<file path="config.mk">
export PLATFORM = sky130hd
export DESIGN_NAME = cdb_arbiter
export DESIGN_NICKNAME = d
export VERILOG_FILES = /design/src/rtl/cdb_pkg.sv /design/src/rtl/cdb_arbiter_fifo.sv /design/src/rtl/cdb_arbiter.sv
export SDC_FILE = /design/constraint.sdc
export NUM_CORES = 1
export LEC_CHECK = 0
export CORE_MARGIN = 2
export CORE_UTILIZATION = 56
export DETAILED_ROUTE_END_ITERATION = 10
export PLACE_DENSITY = 0.75
export SETUP_SLACK_MARGIN = 0.15
export SYNTH_ARGS = -nofsm -noshare
export SYNTH_HDL_FRONTEND = slang
export SYNTH_SLANG_ARGS = --single-unit
</file>
<file path="constraint.sdc">
create_clock -name clk -period 6.9 [get_ports clk]
set_input_delay 0.69 -clock clk [delete_from_list [all_inputs] [get_ports clk]]
set_output_delay 0.69 -clock clk [all_outputs]
set_load 0.03 [all_outputs]
</file>
<file path="src/rtl/cdb_pkg.sv">
// Shared CDB types and the modulo ROB-age helper used by the arbiter and the RS flush.
package cdb_pkg;

    localparam int CDB_PREG_W = 7;
    localparam int CDB_ROB_W  = 4;
    localparam int CDB_DATA_W = 32;

    typedef struct packed {
        logic                  live;
        logic [CDB_PREG_W-1:0] prd;
        logic [CDB_ROB_W-1:0]  rob_tag;
        logic [CDB_DATA_W-1:0] data;
    } cdb_entry_t;

    // Younger means 1 <= (tag - ref_tag) mod 2**W < 2**(W-1); the branch itself (d==0) is not younger.
    function automatic logic rob_is_younger(input logic [CDB_ROB_W-1:0] tag,
                                            input logic [CDB_ROB_W-1:0] ref_tag);
        logic [CDB_ROB_W-1:0] d;
        d = tag - ref_tag;
        return (d != '0) && !d[CDB_ROB_W-1];
    endfunction

endpackage

</file>
<file path="src/rtl/cdb_arbiter_fifo.sv">
// Per-EU result FIFO: circular buffer with a per-entry live bit cleared by a flush.
module eu_result_fifo
    import cdb_pkg::*;
#(
    parameter int DEPTH = 4
) (
    input  logic                 clk,
    input  logic                 reset,
    input  logic                 push,
    input  cdb_entry_t           wr_entry,
    input  logic                 pop,
    input  logic                 flush,
    input  logic [CDB_ROB_W-1:0] flush_tag,
    output cdb_entry_t           head,
    output logic                 empty,
    output logic                 full
);

    localparam int AW = $clog2(DEPTH);

    cdb_entry_t     mem [DEPTH];
    logic [AW-1:0]  rd_ptr;
    logic [AW-1:0]  wr_ptr;
    logic [AW:0]    count;

    assign head  = mem[rd_ptr];
    assign empty = (count == '0);
    assign full  = (count == (AW+1)'(DEPTH));

    always_ff @(posedge clk) begin
        if (!reset) begin
            rd_ptr <= '0;
            wr_ptr <= '0;
            count  <= '0;
        end else begin
            if (push) wr_ptr <= wr_ptr + 1'b1;
            if (pop)  rd_ptr <= rd_ptr + 1'b1;
            case ({push, pop})
                2'b10:   count <= count + 1'b1;
                2'b01:   count <= count - 1'b1;
                default: count <= count;
            endcase
        end
    end

    // Kill is applied to every slot; a write in the same cycle lands on a free slot and carries its own live bit.
    always_ff @(posedge clk) begin
        for (int i = 0; i < DEPTH; i++) begin
            if (flush && rob_is_younger(mem[i].rob_tag, flush_tag)) mem[i].live <= 1'b0;
        end
        if (push) mem[wr_ptr] <= wr_entry;
    end

endmodule

</file>
<file path="src/rtl/cdb_arbiter.sv">
// CDB transmit arbiter: per-EU result FIFOs, round-robin grant, registered broadcast.
// Optional same-cycle bypass into the output register when CDB_ARBITER_BYPASS_EN is defined.
module cdb_arbiter
    import cdb_pkg::*;
#(
    parameter int NUM_EU     = 3,
    parameter int FIFO_DEPTH = 4,
    parameter int PREG_WIDTH = CDB_PREG_W,
    parameter int ROB_WIDTH  = CDB_ROB_W
) (
    input  logic                       clk,
    input  logic                       reset,
    input  logic [NUM_EU-1:0]          i_eu_valid,
    input  logic [NUM_EU*PREG_WIDTH-1:0] i_eu_prd,
    input  logic [NUM_EU*ROB_WIDTH-1:0]  i_eu_rob_tag,
    input  logic [NUM_EU*32-1:0]       i_eu_data,
    output logic [NUM_EU-1:0]          o_eu_ready,
    output logic                       o_cdb_valid,
    output logic [PREG_WIDTH-1:0]      o_cdb_prd,
    output logic [ROB_WIDTH-1:0]       o_cdb_rob_tag,
    output logic [31:0]                o_cdb_data,
    input  logic                       branch_mispredict,
    input  logic [ROB_WIDTH-1:0]       mispredict_rob_tag
);

    localparam int PW = (NUM_EU > 1) ? $clog2(NUM_EU) : 1;

    cdb_entry_t        in_entry [NUM_EU];
    cdb_entry_t        head     [NUM_EU];
    cdb_entry_t        grant_entry;
    logic [NUM_EU-1:0] empty, full, transfer, push, pop;
    logic [NUM_EU-1:0] head_live, byp_cand, cand, grant_vec;
    logic [PW-1:0]     ptr, grant_idx;
    logic              grant_any;

    assign o_eu_ready = ~full;

    always_comb begin
        int idx;
        idx         = 0;
        transfer    = i_eu_valid & ~full;
        head_live   = '0;
        byp_cand    = '0;
        grant_vec   = '0;
        push        = '0;
        pop         = '0;
        grant_any   = 1'b0;
        grant_idx   = '0;
        for (int k = 0; k < NUM_EU; k++) begin
            in_entry[k] = '{live:    !(branch_mispredict &&
                                       rob_is_younger(i_eu_rob_tag[k*ROB_WIDTH +: ROB_WIDTH], mispredict_rob_tag)),
                            prd:     i_eu_prd[k*PREG_WIDTH +: PREG_WIDTH],
                            rob_tag: i_eu_rob_tag[k*ROB_WIDTH +: ROB_WIDTH],
                            data:    i_eu_data[k*32 +: 32]};
            // A head being killed this cycle must already lose arbitration.
            head_live[k] = !empty[k] && head[k].live &&
                           !(branch_mispredict && rob_is_younger(head[k].rob_tag, mispredict_rob_tag));
`ifdef CDB_ARBITER_BYPASS_EN
            byp_cand[k]  = empty[k] && transfer[k] && in_entry[k].live;
`endif
        end
        cand = head_live | byp_cand;

        for (int i = 1; i <= NUM_EU; i++) begin
            idx = int'(ptr) + i;
            if (idx >= NUM_EU) idx = idx - NUM_EU;
            if (!grant_any && cand[idx]) begin
                grant_any = 1'b1;
                grant_idx = PW'(idx);
            end
        end

        grant_entry = head[grant_idx];
`ifdef CDB_ARBITER_BYPASS_EN
        if (byp_cand[grant_idx]) grant_entry = in_entry[grant_idx];
`endif

        for (int k = 0; k < NUM_EU; k++) begin
            grant_vec[k] = grant_any && (grant_idx == PW'(k));
            // Dead heads drain silently; live heads leave only on a grant.
            pop[k]  = (!empty[k] && !head[k].live) || (grant_vec[k] && head_live[k]);
            push[k] = transfer[k] && !(grant_vec[k] && byp_cand[k]);
        end
    end

    for (genvar k = 0; k < NUM_EU; k++) begin : g_fifo
        eu_result_fifo #(
            .DEPTH (FIFO_DEPTH)
        ) u_fifo (
            .clk       (clk),
            .reset     (reset),
            .push      (push[k]),
            .wr_entry  (in_entry[k]),
            .pop       (pop[k]),
            .flush     (branch_mispredict),
            .flush_tag (mispredict_rob_tag),
            .head      (head[k]),
            .empty     (empty[k]),
            .full      (full[k])
        );
    end

    // Output register stage
    always_ff @(posedge clk) begin
        if (!reset) begin
            ptr           <= PW'(NUM_EU - 1);
            o_cdb_valid   <= 1'b0;
            o_cdb_prd     <= '0;
            o_cdb_rob_tag <= '0;
            o_cdb_data    <= '0;
        end else if (grant_any) begin
            ptr           <= grant_idx;
            o_cdb_valid   <= 1'b1;
            o_cdb_prd     <= grant_entry.prd;
            o_cdb_rob_tag <= grant_entry.rob_tag;
            o_cdb_data    <= grant_entry.data;
        end else begin
            o_cdb_valid   <= 1'b0;
        end
    end

endmodule

</file>
==> flow_summary.json <==
{
  "dr.pass1.iters": 5,
  "top_level_ports": 186,
  "syn_nets": 1690,
  "ys_seq_area_share_pct": 68.1,
  "yosysWarnings": 0,
  "synth_seq_cells": 601,
  "drc_errors": 0,
  "drt_iter0_drc": 1338,
  "cts_resized": 0,
  "initial_core_util_pct": 56.4,
  "cts.htree.levels": 2,
  "grt_max_degree": 45,
  "gr-usage-all-layers_pct": 26.1,
  "synth.most_common_cell": "edfxtp_1",
  "cts.sinks": 601,
  "ys_top_cells_by_count": "528 x edfxtp_1, 132 x mux4_2, 89 x inv_1",
  "finalWeightedCongestion": 0.852,
  "grt_pass1_wl_mm": 90.2,
  "worstMarginPinSlew_ns": 1.20,
  "holdWs_ns": 0.486,
  "cp-startpoint": "mispredict_rob_tag[0]",
  "syn_inst": 1458,
  "cts_tree": "built",
  "synthFlopType": "edfxtp_1",
  "path_cells": "clkdlybuf4s50_1 -> ha_1 -> inv_1 -> fa_1 -> nand2b_1 -> o21ai_0 -> o21ai_0 -> o211a_1 -> or4b_1 -> nand3_1 -> ha_1 -> inv_1 -> fa_1 -> xor2_1 -> or3_1 -> a21oi_1",
  "multi_input_area_um2": 7480,
  "post-dp-hpwl_mm": 39.2,
  "cp_max_fo": 14,
  "min_from": "g_fifo[1].u_fifo.rd_ptr[1]",
  "fill_cells": 3043,
  "synth.distinct_cells": 63,
  "avgViaCountPerCell": 6.16,
  "required_ns": 7.43,
  "skew_ns": 0.0156,
  "die_area_um2": 47200,
  "core_um2": 45100,
  "cts_hold_buf": 0,
  "clock_path_buffers": 3,
  "clk_latency_ns": 0.61,
  "rows": 78,
  "cts_root_buf": "clkbuf_16",
  "max_stage_delay_ns": 0.86,
  "vias": 14200,
  "path_clk_slew_ns": 0.06,
  "fin_nets": 1884,
  "drtAntennaViolNets": 0,
  "drv_cap": 0,
  "portBuffers": 185,
  "slew_headroom_pct": 19.8,
  "end_kind": "register",
  "antenna_cells": 0,
  "syn_area_um2": 25400,
  "synthArstFlopShare_pct": 0,
  "wire_per_inst_um": 26.3,
  "critPathBufInv": 3,
  "pwr_density_cell_nw_per_um2": 384,
  "overflow": 0,
  "antenna_found_initial": 5,
  "min_path_type": "register to register",
  "yosys.area.top_type": "edfxtp_1",
  "synth-edff-count": 528,
  "dieWidth_um": 217,
  "synthTopCellsByArea": "edfxtp_1 62%, mux4_2 12%, dfxtp_1 5.7%",
  "crit_type": "input pin to register",
  "cts_inserted_buffers": 57,
  "yosysTopAreaCellShare_pct": 62.3,
  "finalSetupViolCount": 0,
  "hold_violations": 0,
  "critical_path.top_delay_family": "adder cells",
  "post-cts-setup-buffer-count": 0,
  "first_global_vias": 14500,
  "rsz0062_at_grt": "false",
  "start_kind": "input pin",
  "slowest_stage": "clkdlybuf4s50_1",
  "drt-total-wl_mm": 60.4,
  "fp.dieH_um": 217,
  "vdd_drop_max_uv": 233,
  "syn_avg_cell_area_um2": 17.5,
  "p_leak_nw": 10.1,
  "finalSetupTns_ns": 0,
  "fin_crit_sh_pct": 78.1,
  "seq_area_um2": 17300,
  "synthToLayoutAreaGrowth_pct": 17.5,
  "fmax_ghz": 0.186,
  "status": "completed",
  "drv_slew": 0,
  "min_period_ns": 5.39,
  "arrival_ns": 5.92,
  "drive_above_1_share_pct": 16.5
}
-- path summary, 6_finish.rpt --
path	slack, ns	end	cells after the start
worst max register to register	1.66	g_fifo[0].u_fifo.count[2]	17
worst max-delay path	1.51	g_fifo[0].u_fifo.count[2]	16
worst min register to register	0.49	register	2
worst min-delay path	0.49	register	2
-- routing by layer --
layer  GRT usage, %  routed length, um  vias to the layer above
met1           33.8              23400                     7225
li1               -                  -                     6213
met2           42.5              29700                      595
met3           5.13               4290                      141
met4           13.3               3010                       10
met5              0                 71                        -
-- cells by family after synthesis --
family          Yosys count  share of synthesized area, %
flops                   601                          68.1
compound gates          229                          6.60
buf+inv                 168                          2.67
simple gates            164                          3.18
mux                     141                          12.0
fa+ha+maj                93                          5.19
xor+xnor                 62                          2.27
-- metrics by stage --
stage | utilization [%] | setup slack [ns] | std cells | power [mW] | instance area [um^2]
after floorplan | - | 1.64 | 1458 | 7.12 | 25400
after global placement | 62.0 | 1.04 | 2193 | 8.29 | 28000
after detailed placement | 62.0 | 0.975 | 2193 | 8.36 | 28000
after CTS | 66.3 | 1.59 | 2301 | 11.6 | 29900
after global routing | 66.3 | 1.36 | 2301 | 12.0 | 29900
final | 66.3 | 1.51 | 2301 | 11.5 | 29900
-- cell type report --
| class | count | share of cell area, % |
|---|---|---|
| flip-flops and latches | 601 | 58.0 |
| multi-input cells | 689 | 25.0 |
| repair buffers | 212 | 6.87 |
| clock buffers | 74 | 5.26 |
| well taps | 600 | 2.51 |
| clock inverters | 34 | 1.22 |
| inverters | 91 | 1.14 |
-- cells in the final DEF, fill, tap and decap left out, types with 3 or more instances in the layout --
master and count:
buf_4 27, a21oi_1 28, inv_6 3, nand2b_1 5, ha_1 72, dfxtp_1 67, clkinvlp_4 4, o21ai_0 75
bufinv_16 7, o211a_1 3, dfxtp_2 5, nor3_1 6, nand2_1 33, clkinv_2 10, and2_1 4, a21o_1 17
and3_1 4, nand3_1 51, clkinv_1 13, clkdlybuf4s50_1 185, o221ai_1 4, a221o_1 38, nor2_1 35, xor2_1 17
nor2b_1 3, inv_1 77, mux2i_1 9, a2111oi_0 38, or3_1 4, xnor2_1 42, clkbuf_1 11, inv_2 9
fa_1 21, nor3b_1 6, mux4_2 132, clkbuf_8 4, edfxtp_1 528, clkbuf_16 59
-- worst min-delay path: stages, from the launching register on --
cell and delay, ns:
dfxtp_1 0.31, nand2_1 0.05, mux2i_1 0.08
-- where the power goes --
group          total [mW]  internal, mW  switching (mW)  leakage, nW
Combinational        3.60          1.46            2.15         3.73
Clock                3.20          1.87            1.33        0.942
Sequential           4.68          4.47           0.214         5.46
Total                11.5          7.80            3.69         10.1
-- sequential cells by signal, summed over array words and instances, names as in the netlist, named ones only --
name,cells
g_fifo.u_fifo.mem,528
o_cdb_data,32
g_fifo.u_fifo.count,9
o_cdb_prd,7
g_fifo.u_fifo.rd_ptr,6
g_fifo.u_fifo.wr_ptr,6
o_cdb_rob_tag,4
ptr,2
o_cdb_valid,1
(Power assumes the default switching activity.)
